===== config.mk =====
export PLATFORM = sky130hd
export DESIGN_NAME = serial_bit_feeder
export DESIGN_NICKNAME = d
export VERILOG_FILES = /design/src/rtl/serial_pkg.sv /design/src/rtl/piso_shift_reg.sv /design/src/rtl/serial_bit_feeder.sv
export SDC_FILE = /design/constraint.sdc
export NUM_CORES = 1
export LEC_CHECK = 0
export ABC_AREA = 1
export CORE_MARGIN = 1.5
export CORE_UTILIZATION = 30
export DETAILED_ROUTE_END_ITERATION = 7
export PLACE_DENSITY = 0.6
export SLEW_MARGIN = 15
export SYNTH_ARGS = -nofsm -noshare
export SYNTH_HDL_FRONTEND = slang
export SYNTH_SLANG_ARGS = --single-unit

===== constraint.sdc =====
create_clock -name clk -period 2.2 [get_ports clk]
set_input_delay 0.44 -clock clk [delete_from_list [all_inputs] [get_ports clk]]
set_output_delay 0.44 -clock clk [all_outputs]
set_load 0.05 [all_outputs]

===== src/rtl/serial_pkg.sv =====
// Shared definitions for the serial feeder: FSM state encodings and counter widths.
package serial_pkg;

  // FSM state encodings. ST_GAP is kept distinct from the detector's A/B/C encoding.
  localparam logic [1:0] ST_IDLE  = 2'd0;
  localparam logic [1:0] ST_SHIFT = 2'd1;
  localparam logic [1:0] ST_GAP   = 2'd2;

  // Width of the inter-word gap counter (GAP up to 15).
  localparam int GAP_W = 4;

endpackage


===== src/rtl/piso_shift_reg.sv =====
// Parallel-in / serial-out register. bit_out is a flop holding the bit currently on
// the line. On load it takes the first bit of the word, and the remaining bits wait
// in sr. Each shift moves the next bit into bit_out and back-fills sr with FILL_BIT.
// Once the word is exhausted, bit_out therefore settles on FILL_BIT by itself.
module piso_shift_reg #(
  parameter int WIDTH     = 8,
  parameter bit MSB_FIRST = 1'b1,
  parameter bit FILL_BIT  = 1'b0
) (
  input  logic             clk,
  input  logic             rst,
  input  logic             load,
  input  logic [WIDTH-1:0] load_data,
  input  logic             shift,
  output logic             bit_out
);

  logic [WIDTH-1:0] sr;
  logic             bit_q;

  // Load a new word (takes priority), or step to the next bit on shift.
  // NOTE: sequential state uses non-blocking assignments so every flop samples pre-edge values.
  always_ff @(posedge clk) begin
    if (!rst) begin
      sr    <= '0;
      bit_q <= FILL_BIT;
    end else if (load) begin
      if (MSB_FIRST) begin
        bit_q <= load_data[WIDTH-1];
        sr    <= {load_data[WIDTH-2:0], FILL_BIT};
      end else begin
        bit_q <= load_data[0];
        sr    <= {FILL_BIT, load_data[WIDTH-1:1]};
      end
    end else if (shift) begin
      if (MSB_FIRST) begin
        bit_q <= sr[WIDTH-1];
        sr    <= {sr[WIDTH-2:0], FILL_BIT};
      end else begin
        bit_q <= sr[0];
        sr    <= {FILL_BIT, sr[WIDTH-1:1]};
      end
    end
  end

  assign bit_out = bit_q;

endmodule


===== src/rtl/serial_bit_feeder.sv =====
// Parallel-to-serial feeder for the sequence detector input. Accepts words on a
// valid/ready handshake and emits them one bit per clock. An optional idle gap can
// follow each word. IDLE_BIT is driven whenever no data bit is on the line.
module serial_bit_feeder
  import serial_pkg::*;
#(
  parameter int WIDTH     = 8,
  parameter bit MSB_FIRST = 1'b1,
  parameter int GAP       = 0,
  parameter bit IDLE_BIT  = 1'b0
) (
  input  logic             clk,
  input  logic             rst,
  input  logic [WIDTH-1:0] in_data,
  input  logic             in_valid,
  output logic             in_ready,
  output logic             ser_bit,
  output logic             ser_valid,
  output logic             word_done,
  output logic             busy
);

  localparam int                CNT_W    = $clog2(WIDTH);
  localparam logic [CNT_W-1:0]  BIT_LAST = CNT_W'(WIDTH - 1);
  localparam logic [GAP_W-1:0]  GAP_LAST = GAP_W'((GAP > 0) ? GAP - 1 : 0);

  logic [1:0]       state;
  logic [CNT_W-1:0] bit_cnt;   // index of the bit currently on ser_bit
  logic [GAP_W-1:0] gap_cnt;   // gap cycles already spent
  logic             last_bit;
  logic             accept;

  assign last_bit = (bit_cnt == BIT_LAST);

  // Ready in IDLE, and on the last bit of a word when words may run back-to-back.
  // NOTE: every always_comb output gets a default first so no latch is inferred.
  always_comb begin
    in_ready = 1'b0;
    case (state)
      ST_IDLE:  in_ready = 1'b1;
      ST_SHIFT: in_ready = (GAP == 0) && last_bit;
      default:  in_ready = 1'b0;
    endcase
  end

  assign accept = in_valid && in_ready;
  assign busy   = (state != ST_IDLE);

  // FSM, bit/gap counters and the registered ser_valid / word_done flags.
  always_ff @(posedge clk) begin
    if (!rst) begin
      state     <= ST_IDLE;
      bit_cnt   <= '0;
      gap_cnt   <= '0;
      ser_valid <= 1'b0;
      word_done <= 1'b0;
    end else begin
      case (state)
        ST_IDLE: begin
          if (accept) begin
            state     <= ST_SHIFT;
            bit_cnt   <= '0;
            ser_valid <= 1'b1;
            word_done <= 1'b0;
          end
        end
        ST_SHIFT: begin
          if (!last_bit) begin
            bit_cnt   <= bit_cnt + 1'b1;
            // Raise word_done together with the last bit reaching the line.
            word_done <= (bit_cnt == BIT_LAST - 1'b1);
          end else begin
            word_done <= 1'b0;
            if (GAP > 0) begin
              state     <= ST_GAP;
              gap_cnt   <= '0;
              ser_valid <= 1'b0;
            end else if (accept) begin
              // Back-to-back word: the first bit follows with no bubble.
              bit_cnt   <= '0;
              ser_valid <= 1'b1;
            end else begin
              state     <= ST_IDLE;
              ser_valid <= 1'b0;
            end
          end
        end
        ST_GAP: begin
          if (gap_cnt == GAP_LAST) begin
            state <= ST_IDLE;
          end else begin
            gap_cnt <= gap_cnt + 1'b1;
          end
        end
        default: begin
          state     <= ST_IDLE;
          ser_valid <= 1'b0;
          word_done <= 1'b0;
        end
      endcase
    end
  end

  // The shifter runs on every SHIFT cycle. After the final shift of a word it holds IDLE_BIT.
  piso_shift_reg #(
    .WIDTH     (WIDTH),
    .MSB_FIRST (MSB_FIRST),
    .FILL_BIT  (IDLE_BIT)
  ) u_piso (
    .clk       (clk),
    .rst       (rst),
    .load      (accept),
    .load_data (in_data),
    .shift     (state == ST_SHIFT),
    .bit_out   (ser_bit)
  );

endmodule


# == Word-level counts from Yosys, hierarchy flattened ==
# Cells that the tools add are included.
# Widths: inputs -> output; s select.
# totals
elab_cells,49
output_inout_bits,5
reg_bits,19
# op_classes
n_eq_ne,8
n_reduce_logical,10
n_addsub,2
n_bitwise,2
muxes,20
# op_table
op,n
$mux 8,2
$mux 2,4
$ne 2x2->1 const B,4
$mux 1,7
$eq 3x3->1 const B,2
$mux 3,2
$pmux 1 s3,2
$pmux 2 s3,1
$pmux 3 s2,1
$reduce_bool 2->1,3
$add 4x1->4 const B,1
$logic_not 4->1,1
$reduce_and 2->1,2
$reduce_and 4->1,1
$add 3x1->3 const B,1
$reduce_and 3->1,1
$eq 2x1->1 const B,1
$eq 2x2->1 const B,1
$logic_not 2->1,1
$not 1->1,2
$pmux 1 s2,1
$logic_and 1x1->1,1

# == Depth between registers and ports, before layout ==
# logic_depth
depth_word,6
mapped_depth,9
depth_no_buf,9

# == Cells and area by module ==
# Synthesis repeated with hierarchy kept, for this count alone.
# hier_totals
cells_unflattened,107
area_unflattened_um2,724.4
# modules_own_cells
module,cells_per_inst,area_per_inst_um2,instances
piso_shift_reg,61,401.6,1
serial_bit_feeder,46,322.8,1

# == Worst setup path before layout ==
# OpenSTA, ideal clock, no wires.
# synth_timing
path_kind,reg-to-reg
from,reg state[0]
to,reg state[0]
synth_period_minus_slack_ns,1.639
required_time_ns,2.126
path_stages_with_launch,9
n_path_buf,0
arrival_time_ns,1.565
setup_slack_ns,0.561
setup_time_ns,0.074
path_cell_list,dfxtp_1 > inv_2 > nor2_2 > nor2_2 > inv_1 > ha_1 > inv_1 > o21ai_0 > a31oi_1
# synth_via
elab_chain_cells,5
elab_cells_between_ends,11
# synth_lines
element,line_no,text
"start, declared",serial_bit_feeder.sv:27,logic [1:0] state;
"start signal, assigned",serial_bit_feeder.sv:52,state <= ST_IDLE;
"start signal, assigned",serial_bit_feeder.sv:61,state <= ST_SHIFT;
"start signal, assigned",serial_bit_feeder.sv:75,state <= ST_GAP;
$eq 2x1->1 / $logic_not 2->1 (equally long branches),"serial_bit_feeder.sv:39, serial_bit_feeder.sv:58",
$pmux 1 s2,serial_bit_feeder.sv:39,case (state)
$logic_and 1x1->1,serial_bit_feeder.sv:46,assign accept = in_valid && in_ready;
$ne 2x2->1 (no line),--,
$reduce_and 4->1 (no line),--,
# Parallel ways exist; a longest one is shown, timed or not.
# A chain may end at the register's enable or synchronous reset.

# == Final worst setup path ==
# layout_timing
from,reg state[0]
to,out busy
# layout_via
elab_chain_cells,1
# layout_lines
element,line_no,text
$reduce_bool 2->1,serial_bit_feeder.sv:47,assign busy = (state != ST_IDLE);
"end, declared",serial_bit_feeder.sv:20,output logic busy
# No other way between the ends.

==> metrics.md <==
| Metric | Value |
|---|---|
| Synth Register Bits | `14` |
| Leakage | `0.0004198 µW` |
| Post-DR vias/cell | `4.658` |
| Post-synth cell types | `21` |
| Tcrit/Tclk final | `0.9265` |
| Crit path arrival time | `1.60 ns` |
| Fin nets | `134` |
| Routed WL | `1.515 mm` |
| CTS tree | `built` |
| Reg2reg path depth | `9` |
| Logic pwr share | `0.357` |
| Switching power | `279.3 µW` |
| Synthesis Warnings | `0` |
| Worst-margin pin slew | `0.5027 ns` |
| H-tree lvl count | `1` |
| Die area | `0.002776 mm²` |
| Clk slew on worst S/H paths | `0.09 ns` |
| Post-CTS Setup Inserts | `0` |
| Avg Inst Size Synth | `7.262 µm²` |
| Buffers plus inverters on the worst setup path | `1` |
| Hold path startpoint | `u_piso.sr[1]` |
| Slowest stage cell, crit path | `clkdlybuf4s50_1` |
| Largest net degree at the start of global routing | `15` |
| Number of gates resized after cts | `0` |
| Combinational family with the most area after synthesis | `simple AND/OR/NAND/NOR gates` |
| Flop2flop setup slack | `0.55 ns` |
| Num rows | `17` |
| First-pass GRT wire length | `2.601 mm` |
| EDFF count, synth | `0` |
| Number of placed cells counting well taps | `142` |
| Detailed-route via count | `680` |
| Critical path depth in cells | `1` |
| Core Util, Final | `0.4162` |
| Post-Synth XOR/XNOR Area | `0` |
| Crit-path cells | `clkdlybuf4s50_1` |
| Final setup fails | `0` |
| # clock sinks | `14` |
| Cell accounting for the most synthesized area | `dfxtp_1` |
| Initial core utilization | `0.3255` |
| Largest cells by area after synthesis | `dfxtp_1 38%, nand2_1 11%, nor2_1 8.6%, ha_1 6.8%, nand3_1 5.4%` |
| Crit path largest cell delay | `0.85 ns` |
| CTS max path bufs | `2` |
| Main synth FF type | `dfxtp_1` |
| Async set or reset register ratio after synthesis | `0` |
| Vias in the first global route | `600` |
| Worst r2r src | `bit_cnt[0]` |
| Remaining antenna violation count | `0` |
| ANT cells | `0` |
| IO Count | `16` |
| Seq/Total Area, Yosys | `0.3784` |
| Kind of critical path | `reg2out` |
| Worst setup endpoint | `busy` |
| Pre-CTS WS | `0.3030 ns` |
| Initial antenna violation count | `0` |
| Post-synth top area share | `0.3784` |
| Synth Area in Compound Gates | `0.1588` |
| Clock root cell | `clkbuf_4` |
| Critical Path RT | `1.76 ns` |
| Placed Area | `910.9 µm²` |
| Post-Syn Instances | `102` |
| Gr busiest metal | `met2` |
| Met3 usage | `0.02571` |
| Hold crit path type | `reg2reg` |
| R2R Path End | `state[0]` |
| Dpl hpwl | `1.077 mm` |
| Sw frac | `0.3589` |
| Die H | `52.69 µm` |
| CP endpoint kind | `output port` |
| Slew headroom | `0.6638` |
| Fin. Hold Viols | `0` |
| Mapped Nets | `117` |
| Width of the die | `52.69 µm` |
| Most frequent cells after synthesis | `21 x nand2_1, 17 x nor2_1, 14 x dfxtp_1` |
| Latest clock arrival within the worst-skew pair | `0.28 ns` |
| Worst path top cell family by delay | `buffers and inverters` |
| Worst setup path start | `state[0]` |
| Simple-gate area share of the yosys netlist | `0.3007` |
| Max Slew Vio Count | `0` |
| PD cells | `821.6 mW/mm²` |
| Int Power | `498.9 µW` |
| Max_cap viols | `0` |
| Setup TNS Final | `0 ns` |
| Gr usage total | `0.1274` |
| Worst setup SP type | `flip-flop` |
| Routed len/inst | `10.38 µm` |
| Worst Slack Setup Final | `0.1617 ns` |
| Pre-antenna DRT Iters | `4` |
| Met2 usage | `0.1854` |
| Congestion Overflow GR | `0` |
| Crit Path Max Fanout | `7` |
| Layout cell share with drive strength beyond 1 | `0.1271` |
| Sequential power share | `0.404` |
| Clock share of power | `0.240` |
| Post-Layout Cell Count | `146` |
| Met1 usage | `0.1756` |
| Status | `finished clean` |
| Fin Clk Skew | `0.003167 ns` |
| Fmax | `0.4906 GHz` |
| Post-synthesis adder-cell area fraction | `0.06757` |
| Crit path time final | `2.038 ns` |
| Hold buffers post-CTS | `0` |
| Core area | `0.002276 mm²` |
| Layout area overhead | `27.87%` |
| Finished layout cell area | `947.2 µm²` |
| Max IR drop VDD | `0.5373 mV` |
| Multiplexer share of the synthesized area | `0` |
| Count leader, synth | `nand2_1` |
| PortBufs | `15` |
| GP Congestion | `0.7372` |
| CTS Buf Count | `3` |
| Cell Area, Synth | `740.7 µm²` |
| DRC viols | `0` |
| RSZ-0062 raised after global routing | `no` |
| DR iter-0 viols | `25` |
sequential cells by signal, summed over array words and instances (netlist names):
| name | flops |
|---|---|
| bit_cnt | 3 |
| u_piso.sr | 7 |
| state | 1 |
| word_done | 1 |
| ser_valid | 1 |
| u_piso.bit_out | 1 |
power groups by stage:
stage               combinational [µW]  sequential [µW]  clock, µW
floorplan                          171              351          0
global placement                   274              319          0
detailed placement                 278              320          0
CTS                                280              314        192
global route                       308              320        207
finish                             278              314        187
cell usage in the layout (no fill, tap or decap):
cell type	count
nand2_1	21
nor2_1	17
dfxtp_1	14
clkdlybuf4s50_1	14
nand3_1	8
inv_1	6
o21ai_0	5
a21boi_1	5
a21oi_1	5
ha_1	4
o21ai_1	3
clkbuf_4	3
inv_2	2
nor2_2	2
buf_4	2
nand2_2	1
nand2_4	1
nand3_2	1
a21oi_2	1
a31oi_1	1
clkbuf_8	1
buf_12	1
metal layers:
layer / vias to the layer above / share of wire
li1: 363 / -
met1: 299 / 0.51
met2: 16 / 0.44
met3: 2 / 0.042
met4: 0 / 0.0099
met5: - / 0
kinds of logic after synthesis:
| group | after synthesis |
|---|---|
| compound gates | 20 |
| fa+ha+maj | 4 |
| buf+inv | 13 |
| flops | 14 |
| simple gates | 51 |
through the flow:
stage	total power (µW)	hold WS [ns]
after floorplan	521.9	0.4398
after global placement	592.4	0.4575
after detailed placement	598.2	0.4585
after CTS	786.3	0.4718
after global routing	835.1	0.4904
final	778.2	0.4690
worst reg2reg max path: cells and delay by family, from the launching register on:
family                   cells  cell delay (ns)
adder cells (fa/ha/maj)      3             0.63
AO/OA/AOI/OAI                2             0.19
AND/OR/NAND/NOR              2             0.23
flip-flops                   1             0.37
buffers and inverters        2             0.11
cell type report:
cell class	instances	area, µm²
inverter	8	30.03
multi-input combinational	75	390.4
fill	222	1329
timing repair buffer	17	175.2
tap	28	35.03
sequential	14	280.3
clock buffer	4	36.28
worst min path at each step:
| stage | slack, ns | endpoint | cells after the start |
|---|---|---|---|
| after floorplan | 0.44 | u_piso.sr[1] | 2 |
| after global placement | 0.46 | word_done | 2 |
| after detailed placement | 0.46 | u_piso.sr[1] | 2 |
| after CTS | 0.47 | u_piso.sr[1] | 2 |
| after global routing | 0.49 | u_piso.sr[1] | 2 |
| final | 0.47 | u_piso.sr[1] | 2 |
Power figures use the tool's default switching activity.
